===== src/rtl/snake_uart_tx_pkg.sv =====
// ---------------------------------------------------------------------------
// snake_uart_tx_pkg
// Types and defaults shared by the snake UART transmit path.
//   state_e           : transmit FSM state encoding (IDLE/START/DATA/STOP)
//   DEFAULT_CLK_FREQ  : system clock frequency in Hz, shared with the RX path
//   DEFAULT_BAUD      : line rate, shared with the RX path
//   calc_div()        : clocks per bit, integer-truncated
// ---------------------------------------------------------------------------
package snake_uart_tx_pkg;

    typedef enum logic [1:0] {
        ST_IDLE  = 2'd0,
        ST_START = 2'd1,
        ST_DATA  = 2'd2,
        ST_STOP  = 2'd3
    } state_e;

    localparam int DEFAULT_CLK_FREQ = 25_000_000;
    localparam int DEFAULT_BAUD     = 115_200;

    function automatic int calc_div(input int clk_freq, input int baud);
        return clk_freq / baud;
    endfunction

endpackage


===== src/rtl/snake_uart_tx_byte_fifo.sv =====
// ---------------------------------------------------------------------------
// byte_fifo
// Synchronous first-word-fall-through FIFO.
//   clk   in   clock
//   rstn  in   synchronous active-low reset (empties the FIFO)
//   wr    in   push din; ignored while full
//   din   in   WIDTH-bit write data
//   rd    in   pop; dout already holds the head entry in this cycle
//   dout  out  head entry (valid while !empty)
//   full  out  DEPTH entries held
//   empty out  no entries held
// ---------------------------------------------------------------------------
module byte_fifo #(
    parameter int DEPTH = 4,
    parameter int WIDTH = 8
) (
    input  logic             clk,
    input  logic             rstn,
    input  logic             wr,
    input  logic [WIDTH-1:0] din,
    input  logic             rd,
    output logic [WIDTH-1:0] dout,
    output logic             full,
    output logic             empty
);

    localparam int AW = $clog2(DEPTH);
    localparam logic [AW:0] FULL_CNT = (AW+1)'(DEPTH);

    if (DEPTH < 2 || (DEPTH & (DEPTH - 1)) != 0) begin : g_depth_check
        $error("byte_fifo: DEPTH must be a power of 2 and >= 2");
    end

    logic [WIDTH-1:0] mem_q [DEPTH];
    logic [AW-1:0]    wr_ptr_q;
    logic [AW-1:0]    rd_ptr_q;
    logic [AW:0]      count_q;
    logic             push;
    logic             pop;

    assign full  = (count_q == FULL_CNT);
    assign empty = (count_q == '0);
    assign dout  = mem_q[rd_ptr_q];
    assign push  = wr && !full;
    assign pop   = rd && !empty;

    // NOTE: sequential state is assigned with non-blocking (<=) so every
    // register samples pre-edge values, independent of statement order.
    always_ff @(posedge clk) begin
        if (!rstn) begin
            wr_ptr_q <= '0;
            rd_ptr_q <= '0;
            count_q  <= '0;
        end else begin
            if (push) wr_ptr_q <= wr_ptr_q + 1'b1;
            if (pop)  rd_ptr_q <= rd_ptr_q + 1'b1;
            case ({push, pop})
                2'b10:   count_q <= count_q + 1'b1;
                2'b01:   count_q <= count_q - 1'b1;
                default: count_q <= count_q;
            endcase
        end
    end

    // NOTE: the storage array has no reset; pointers and count define which
    // entries are valid, and leaving it unreset lets it map onto plain RAM.
    always_ff @(posedge clk) begin
        if (push) mem_q[wr_ptr_q] <= din;
    end

endmodule


===== src/rtl/snake_uart_tx.sv =====
// ---------------------------------------------------------------------------
// snake_uart_tx
// Buffers bytes from the game logic and sends them as 8N1 frames, LSB first.
//   clk       in   system clock
//   rstn      in   synchronous active-low reset
//   dataTX    in   byte to send, sampled when WR_TX = 1
//   WR_TX     in   write strobe, one byte per high cycle
//   TX        out  registered serial line, idles high
//   full      out  FIFO full; writes are dropped while high
//   busy      out  frame in progress or bytes waiting
//   overflow  out  sticky: a write arrived while full (cleared by reset)
// ---------------------------------------------------------------------------
module snake_uart_tx
    import snake_uart_tx_pkg::*;
#(
    parameter int CLK_FREQ   = DEFAULT_CLK_FREQ,
    parameter int BAUD       = DEFAULT_BAUD,
    parameter int FIFO_DEPTH = 4
) (
    input  logic       clk,
    input  logic       rstn,
    input  logic [7:0] dataTX,
    input  logic       WR_TX,
    output logic       TX,
    output logic       full,
    output logic       busy,
    output logic       overflow
);

    localparam int DIV = calc_div(CLK_FREQ, BAUD);
    localparam int CW  = (DIV < 2) ? 1 : $clog2(DIV);
    localparam logic [CW-1:0] BAUD_LAST = CW'(DIV - 1);

    if (DIV < 2) begin : g_div_check
        $error("snake_uart_tx: CLK_FREQ/BAUD must be at least 2");
    end

    state_e        state_q, state_d;
    logic [CW-1:0] baud_q, baud_d;
    logic [2:0]    bit_q, bit_d;
    logic [7:0]    shift_q, shift_d;
    logic          tx_q, tx_d;
    logic          overflow_q, overflow_d;

    logic          fifo_rd;
    logic [7:0]    fifo_dout;
    logic          fifo_empty;
    logic          bit_end;

    byte_fifo #(
        .DEPTH (FIFO_DEPTH),
        .WIDTH (8)
    ) u_fifo (
        .clk   (clk),
        .rstn  (rstn),
        .wr    (WR_TX),
        .din   (dataTX),
        .rd    (fifo_rd),
        .dout  (fifo_dout),
        .full  (full),
        .empty (fifo_empty)
    );

    assign bit_end = (baud_q == BAUD_LAST);

    // NOTE: every output of this block gets a default first, so no path can
    // leave a value unassigned and infer a latch.
    always_comb begin
        state_d    = state_q;
        baud_d     = baud_q;
        bit_d      = bit_q;
        shift_d    = shift_q;
        fifo_rd    = 1'b0;
        overflow_d = overflow_q | (WR_TX & full);

        case (state_q)
            ST_IDLE: begin
                baud_d = '0;
                if (!fifo_empty) begin
                    fifo_rd = 1'b1;
                    shift_d = fifo_dout;
                    state_d = ST_START;
                end
            end
            ST_START: begin
                baud_d = bit_end ? '0 : baud_q + 1'b1;
                if (bit_end) begin
                    bit_d   = '0;
                    state_d = ST_DATA;
                end
            end
            ST_DATA: begin
                baud_d = bit_end ? '0 : baud_q + 1'b1;
                if (bit_end) begin
                    shift_d = {1'b0, shift_q[7:1]};
                    bit_d   = bit_q + 3'd1;
                    if (bit_q == 3'd7) state_d = ST_STOP;
                end
            end
            ST_STOP: begin
                baud_d = bit_end ? '0 : baud_q + 1'b1;
                // Chain straight into the next start bit when data is waiting.
                if (bit_end) begin
                    if (!fifo_empty) begin
                        fifo_rd = 1'b1;
                        shift_d = fifo_dout;
                        state_d = ST_START;
                    end else begin
                        state_d = ST_IDLE;
                    end
                end
            end
            default: state_d = ST_IDLE;
        endcase
    end

    // The line register follows the current state, so the line trails the
    // FSM by one cycle; every bit still lasts exactly DIV cycles.
    always_comb begin
        tx_d = 1'b1;
        case (state_q)
            ST_START: tx_d = 1'b0;
            ST_DATA:  tx_d = shift_q[0];
            default:  tx_d = 1'b1;
        endcase
    end

    always_ff @(posedge clk) begin
        if (!rstn) begin
            state_q    <= ST_IDLE;
            baud_q     <= '0;
            bit_q      <= '0;
            shift_q    <= '0;
            tx_q       <= 1'b1;
            overflow_q <= 1'b0;
        end else begin
            state_q    <= state_d;
            baud_q     <= baud_d;
            bit_q      <= bit_d;
            shift_q    <= shift_d;
            tx_q       <= tx_d;
            overflow_q <= overflow_d;
        end
    end

    assign TX       = tx_q;
    assign overflow = overflow_q;
    assign busy     = (state_q != ST_IDLE) || !fifo_empty;

endmodule

===== config.mk =====
export PLATFORM = sky130hd
export DESIGN_NAME = snake_uart_tx
export DESIGN_NICKNAME = d
export VERILOG_FILES = /design/src/rtl/snake_uart_tx_pkg.sv /design/src/rtl/snake_uart_tx_byte_fifo.sv /design/src/rtl/snake_uart_tx.sv
export SDC_FILE = /design/constraint.sdc
export NUM_CORES = 1
export LEC_CHECK = 0
export ABC_AREA = 1
export CORE_ASPECT_RATIO = 0.5
export CORE_UTILIZATION = 53
export DETAILED_ROUTE_END_ITERATION = 12
export PLACE_DENSITY = 0.8
export SLEW_MARGIN = 10
export SYNTH_ARGS = -nofsm -noshare
export SYNTH_HDL_FRONTEND = slang
export SYNTH_SLANG_ARGS = --single-unit

===== constraint.sdc =====
create_clock -name clk -period 2 [get_ports clk]
set_input_delay 0.3 -clock clk [delete_from_list [all_inputs] [get_ports clk]]
set_output_delay 0.3 -clock clk [all_outputs]
set_load 0.05 [all_outputs]

Word-level counts from Yosys, hierarchy flattened
Memories as Yosys holds them, arrays and structs flattened. A register that Yosys moved wholly into a read port is not among the register bits.
Cells that the tools add are included.

operators by class
  add/sub/neg operators = 6
  eq/ne operators = 13
  muxes and demuxes = 25
  bitwise logic cells = 2
  reduce and logical (&&, ||, !) cells = 15

operators by type and width
  operator             number
  $mux 8               4
  $pmux 8 s3           1
  $pmux 8 s2           1
  $mux 2               7
  $pmux 3 s2           2
  $ne 2x2->1 const B   5
  $add 8x1->8 const B  1
  $eq 8x8->1 const B   1
  $pmux 2 s4           1
  $add 3x1->3 const B  2
  $eq 2x2->1 const B   3
  $eq 3x3->1 const B   2
  $mux 3               2
  $reduce_and 3->1     2
  $reduce_bool 2->1    3
  $mux 1               5
  $reduce_and 5->1     1
  $add 2x1->2 const B  2
  $eq 2x1->1 const B   2
  $pmux 1 s2           2
  $logic_not 3->1      1
  $reduce_bool 3->1    1
  $reduce_or 3->1      1
  $sub 3x1->3 const B  1
  6 further kinds      8

word-level totals
  bits in registers = 30
  bits in writable memories = 32
  bits of input ports = 11
  logic and storage cells = 71
  memories = 1

memory list
  memory        words  width  rd ports  clocked after Yosys merged registers in  wr ports  RTL line                       RTL
  u_fifo.mem_q  4      8      1         1                                        1         snake_uart_tx_byte_fifo.sv:34  logic [WIDTH-1:0] mem_q [DEPTH];

Depth between registers and ports, before layout
  word-level depth = 7
  depth in mapped cells = 14
  gate-level depth less buffers = 14

Cells and area by module
Synthesis repeated with hierarchy kept, for this count alone.

unflattened totals
  cell total of the unflattened synthesis = 312
  area total of the unflattened synthesis = 2981.6 um^2

modules (own cells, without submodules)
  module         times used  cells each  area an instance (um^2)  sequential area each (um^2)
  byte_fifo      1           146         1691.6                   1141.1
  snake_uart_tx  1           166         1290.0                   460.4

Worst setup path after synthesis
No wires, ideal clock.

  path type = reg-to-reg
  from = register baud_q[0]
  to = register u_fifo.count_q[2]
  data arrival time = 1.961 ns
  path slack = -0.080 ns
  stages on the path, launching flop included = 14
  path buffers = 0
  path through = dfxtp_1 inv_1 ha_1 nand3_4 nor2_4 nand2_2 nand2_2 nand2_2 inv_2 ha_1 fa_1 o21a_1 o21ai_0 a21oi_1

on the way
  word-level cells in the longest chain between the ends = 6
  elaborated cells between the ends (all ways) = 8
  those cells by class = 3 x eq/ne; 3 x mux; 2 x reduce/logical

RTL lines
  what                                             RTL line                       RTL
  start: declaration                               snake_uart_tx.sv:39            logic [CW-1:0] baud_q, baud_d;
  start signal: assignment                         snake_uart_tx.sv:138           baud_q <= baud_d;
  $eq 8x8->1 (*)                                   snake_uart_tx.sv:64            assign bit_end = (baud_q == BAUD_LAST);
  $mux 1 (*)                                       snake_uart_tx.sv:103           if (bit_end) begin
  $pmux 1 s2 (*)                                   snake_uart_tx.sv:76            case (state_q)
  $logic_and 1x1->1 (*)                            snake_uart_tx_byte_fifo.sv:45  assign pop = rd && !empty;
  net u_fifo.pop                                   snake_uart_tx_byte_fifo.sv:39  logic pop;
  $eq 2x1->1 or $eq 2x2->1 (tied branches)         snake_uart_tx_byte_fifo.sv:57  case ({push, pop})
  $pmux 3 s2 or $reduce_bool 2->1 (tied branches)  n/a
  end signal: assignment                           snake_uart_tx_byte_fifo.sv:58  2'b10: count_q <= count_q + 1'b1;
  end signal: assignment                           snake_uart_tx_byte_fifo.sv:59  2'b01: count_q <= count_q - 1'b1;
  end signal: assignment                           snake_uart_tx_byte_fifo.sv:60  default: count_q <= count_q;
  end: declaration                                 snake_uart_tx_byte_fifo.sv:37  logic [AW:0] count_q;

Mark *: on every way through the listed nets, which the timed path passes. The rest lies on a longest branch.
A chain may end at the register's enable or synchronous reset.

Worst setup path in the final report
  from = register state_q[1]
  to = register u_fifo.count_q[2]

on the way
  word-level cells in the longest chain between the ends = 5
  elaborated cells between the ends (all ways) = 8
  those cells by class = 3 x eq/ne; 2 x mux; 3 x reduce/logical

RTL lines
  what                                             RTL line                       RTL
  start: declaration                               snake_uart_tx.sv:38            state_e state_q, state_d;
  start signal: assignment                         snake_uart_tx.sv:137           state_q <= state_d;
  $eq 2x2->1 or $logic_not 2->1 (tied branches)    snake_uart_tx.sv:76
  $pmux 1 s2 (*)                                   snake_uart_tx.sv:76
  $logic_and 1x1->1 (*)                            snake_uart_tx_byte_fifo.sv:45
  net u_fifo.pop                                   snake_uart_tx_byte_fifo.sv:39
  $eq 2x1->1 or $eq 2x2->1 (tied branches)         snake_uart_tx_byte_fifo.sv:57
  $pmux 3 s2 or $reduce_bool 2->1 (tied branches)  n/a

Marked as above.

==> results by group <==
CTS
  – Clk Tree Root Cell: clkbuf_8
  – CTS H-Tree Depth: 3
  – Reg clk slew, reported paths: 0.07 ns
  – Hold Buf Count CTS: 0
  – Clock sinks: 64
  – CTS tree: yes
  – CTS max path bufs: 2
  – TritonCTS Buffers: 9
  – Clock Latency Late Sink: 0.35 ns

Yosys
  – Cell taking the most area after synthesis: edfxtp_1
  – Area share of the largest cell type after synthesis: 0.329
  – Synth warn: 0
  – Synth top area cells: edfxtp_1, dfxtp_1, nand2_1
  – Cell count after synthesis: 313
  – Synth Cell Area: 2920 um^2
  – Sequential area share after synthesis: 0.549
  – Mapped Nets: 340
  – Post-synth ARST share: 0
  – Seq cells post-synth: 64
  – Post-Syn Area per Cell: 9.32 um^2
  – Library cells used by synthesis: 33
  – Ys flop type: edfxtp_1
  – EDFF count, synth: 32

Drt
  – ANT nets after route: 0
  – Final wirelength: 5.97 mm
  – Vias per cell: 5.19
  – Wire length per cell: 14.0 um
  – First drt pass iteration count: 4
  – Vias: 2,209
  – DRC: 0
  – DR iter-0 viols: 69

Final layout
  – Fillcell total: 357
  – Post-route cell area: 3540 um^2
  – Fraction of layout cells with a size suffix above 1: 0.205
  – Nets@finish: 378
  – Diode count: 0
  – Area occupied by registers: 1610 um^2
  – Area grow syn2layout: 21.2%
  – Area of the multi-input gates: 1180 um^2
  – Cell Count, Final, Fillers Out: 426
  – Final core occ: 0.692

STA
  – Clock Skew: 0.00893 ns
  – # setup viols final: 0
  – Highest achievable clock rate: 0.505 GHz
  – Rel. slew slack: 0.671
  – Final hold violation count: 0
  – RSZ-0062 raised after global routing: yes
  – Tcrit/Tclk final: 0.990
  – Max-slew violations: 0
  – Fin crit period: 1.98 ns
  – Slew @ Worst Pin: 0.492 ns
  – WHS: 0.465 ns

Flow run
  – Max Cap Viol: 0

Critical path
  – Critical path peak fanout: 5
  – Crit-path max cell delay: 0.37 ns
  – CP max-delay cell: dfxtp_4
  – Cell repeated most along the worst path: inv_2
  – Crit Path Class: reg -> reg
  – Critical-path cell list: inv_1 -> ha_2 -> inv_2 -> nand2_2 -> inv_2 -> ha_4 -> fa_2 -> a21oi_2 -> o21a_1 -> o21ai_1 -> a21oi_1
  – Worst setup SP type: flip-flop
  – Largest delay share family, worst path: adder cells
  – Worst path bufs/invs: 3
  – CP Capture Type: flip-flop
  – WP data required: 2.28 ns
  – Crit path DAT: 2.26 ns

Die
  – Vert. Die Dim: 54.5 um
  – # IOs: 15
  – Core area: 5110 um^2
  – Die Wd: 107 um
  – Die area: 5820 um^2
  – # rows: 18
  – Initial Utilization: 0.571

Placement
  – Post-DP HPWL: 4.10 mm
  – Placed inst area: 3230 um^2
  – PortBufs: 14
  – Post-Place Cells: 405
  – GP Congestion: 0.797

Pwr
  – Power Total: 5.05 mW
  – Maximum vdd ir drop: 0.654 mV
  – Leak: 1.48 nW
  – P per Cell Area: 1430 nW/um^2

Global routing
  – First-pass GRT wire length: 9.44 mm
  – Total grt overflow: 0
  – Initial antenna violation count: 0
  – Number of global-route vias before repair: 2,119
  – Total Routing Usage GR: 0.228
  – Largest net degree at the start of global routing: 18

Worst hold path
  – Hold/Removal Path Class: reg -> reg

Status
  – Status: completed
## layer usage
metal / up-vias / track usage / part of all wire
met5: - / 0 / 0
met4: 0 / 0.0799 / 0.016
met3: 10 / 0.0905 / 0.047
met2: 46 / 0.423 / 0.51
met1: 1054 / 0.246 / 0.43
li1: 1099 / - / -
## registers in the layout, summed over array words and instances, names as in the netlist, named ones only
register         cells
u_fifo.count_q       3
state_q              2
baud_q               8
TX                   1
overflow             1
u_fifo.wr_ptr_q      2
bit_q                3
shift_q              8
u_fifo.mem_q        32
u_fifo.rd_ptr_q      2
## where the power goes
| part | switching [mW] | internal (mW) | total (mW) |
|---|---|---|---|
| logic | 1.24 | 0.792 | 2.03 |
| registers | 0.140 | 1.62 | 1.76 |
| clock network | 0.514 | 0.741 | 1.26 |
| total | 1.89 | 3.16 | 5.05 |
## final timing paths
check,from,depth (start not counted),to,slack [ns]
worst min register to register,overflow,2,overflow,0.46
worst min-delay path,overflow,2,overflow,0.46
worst max-delay path,state_q[1],11,u_fifo.count_q[2],0.02
worst max register to register,state_q[1],11,u_fifo.count_q[2],0.02
## worst min-delay path, delay by kind of cell (launching register included)
kind | cells | cell delay (ns)
DFF | 1 | 0.32
buffers and inverters | 1 | 0.05
AOI/OAI and AO/OA | 1 | 0.05
## per-stage QoR
| step | setup WS [ns] | TNS [ns] |
|---|---|---|
| after floorplan | 0.0303 | 0 |
| after global placement | 0.0522 | 0 |
| after detailed placement | -0.0536 | -0.0890 |
| after CTS | 0.0144 | 0 |
| after global routing | -0.0792 | -0.0792 |
| final | 0.0195 | 0 |
## layout make-up
type	count	area share
sequential	64	0.455
multi-input combinational	206	0.333
timing repair buffer	34	0.0842
clock buffer	10	0.0389
inverter	36	0.0382
clock inverter	6	0.0258
tap	70	0.0248
## cells in the final DEF, fill, tap and decap left out, drive strengths merged, types with 2 or more instances in the layout
master and instances:
clkbuf 10, inv 37, edfxtp 32, nand2 71, o22ai 2, nor3b 2, ha 15, xor2 3
buf 22, nor2 42, nand3 31, clkinv 3, nand3b 3, a21oi 14, dfxtp 32, bufinv 2
o21ai 17, clkdlybuf4s50 12
## cell usage after synthesis, types with 2 or more instances
master,instances
a21oi_1,14
buf_2,3
dfxtp_1,32
edfxtp_1,32
ha_1,15
inv_1,32
inv_2,4
nand2_1,61
nand2_2,8
nand2_4,2
nand3_1,30
nand3b_1,3
nor2_1,39
nor2_4,2
nor3b_1,2
o21ai_0,15
xor2_1,3
## kinds of logic (layout without fill, tap and decap cells)
group                    count (synthesis)  count (layout)  share of synthesized area
AND/OR/NAND/NOR                        150             150                      0.235
flip-flops                              64              64                      0.549
buffers and inverters                   43              86                     0.0617
AO/OA/AOI/OAI                           37              37                     0.0738
adder cells (fa/ha/maj)                 16              16                     0.0712
XOR/XNOR                                 3               3                    0.00901
## what timing repair did
item | 4_1_cts | 5_1_grt
setup buffers | 0 | 5
setup endpoints to repair | 2 | 2
pin swaps | 0 | 8
resized for setup | 8 | 9
cloned | 0 | 0
No activity file was read; power rests on OpenSTA's default activity.
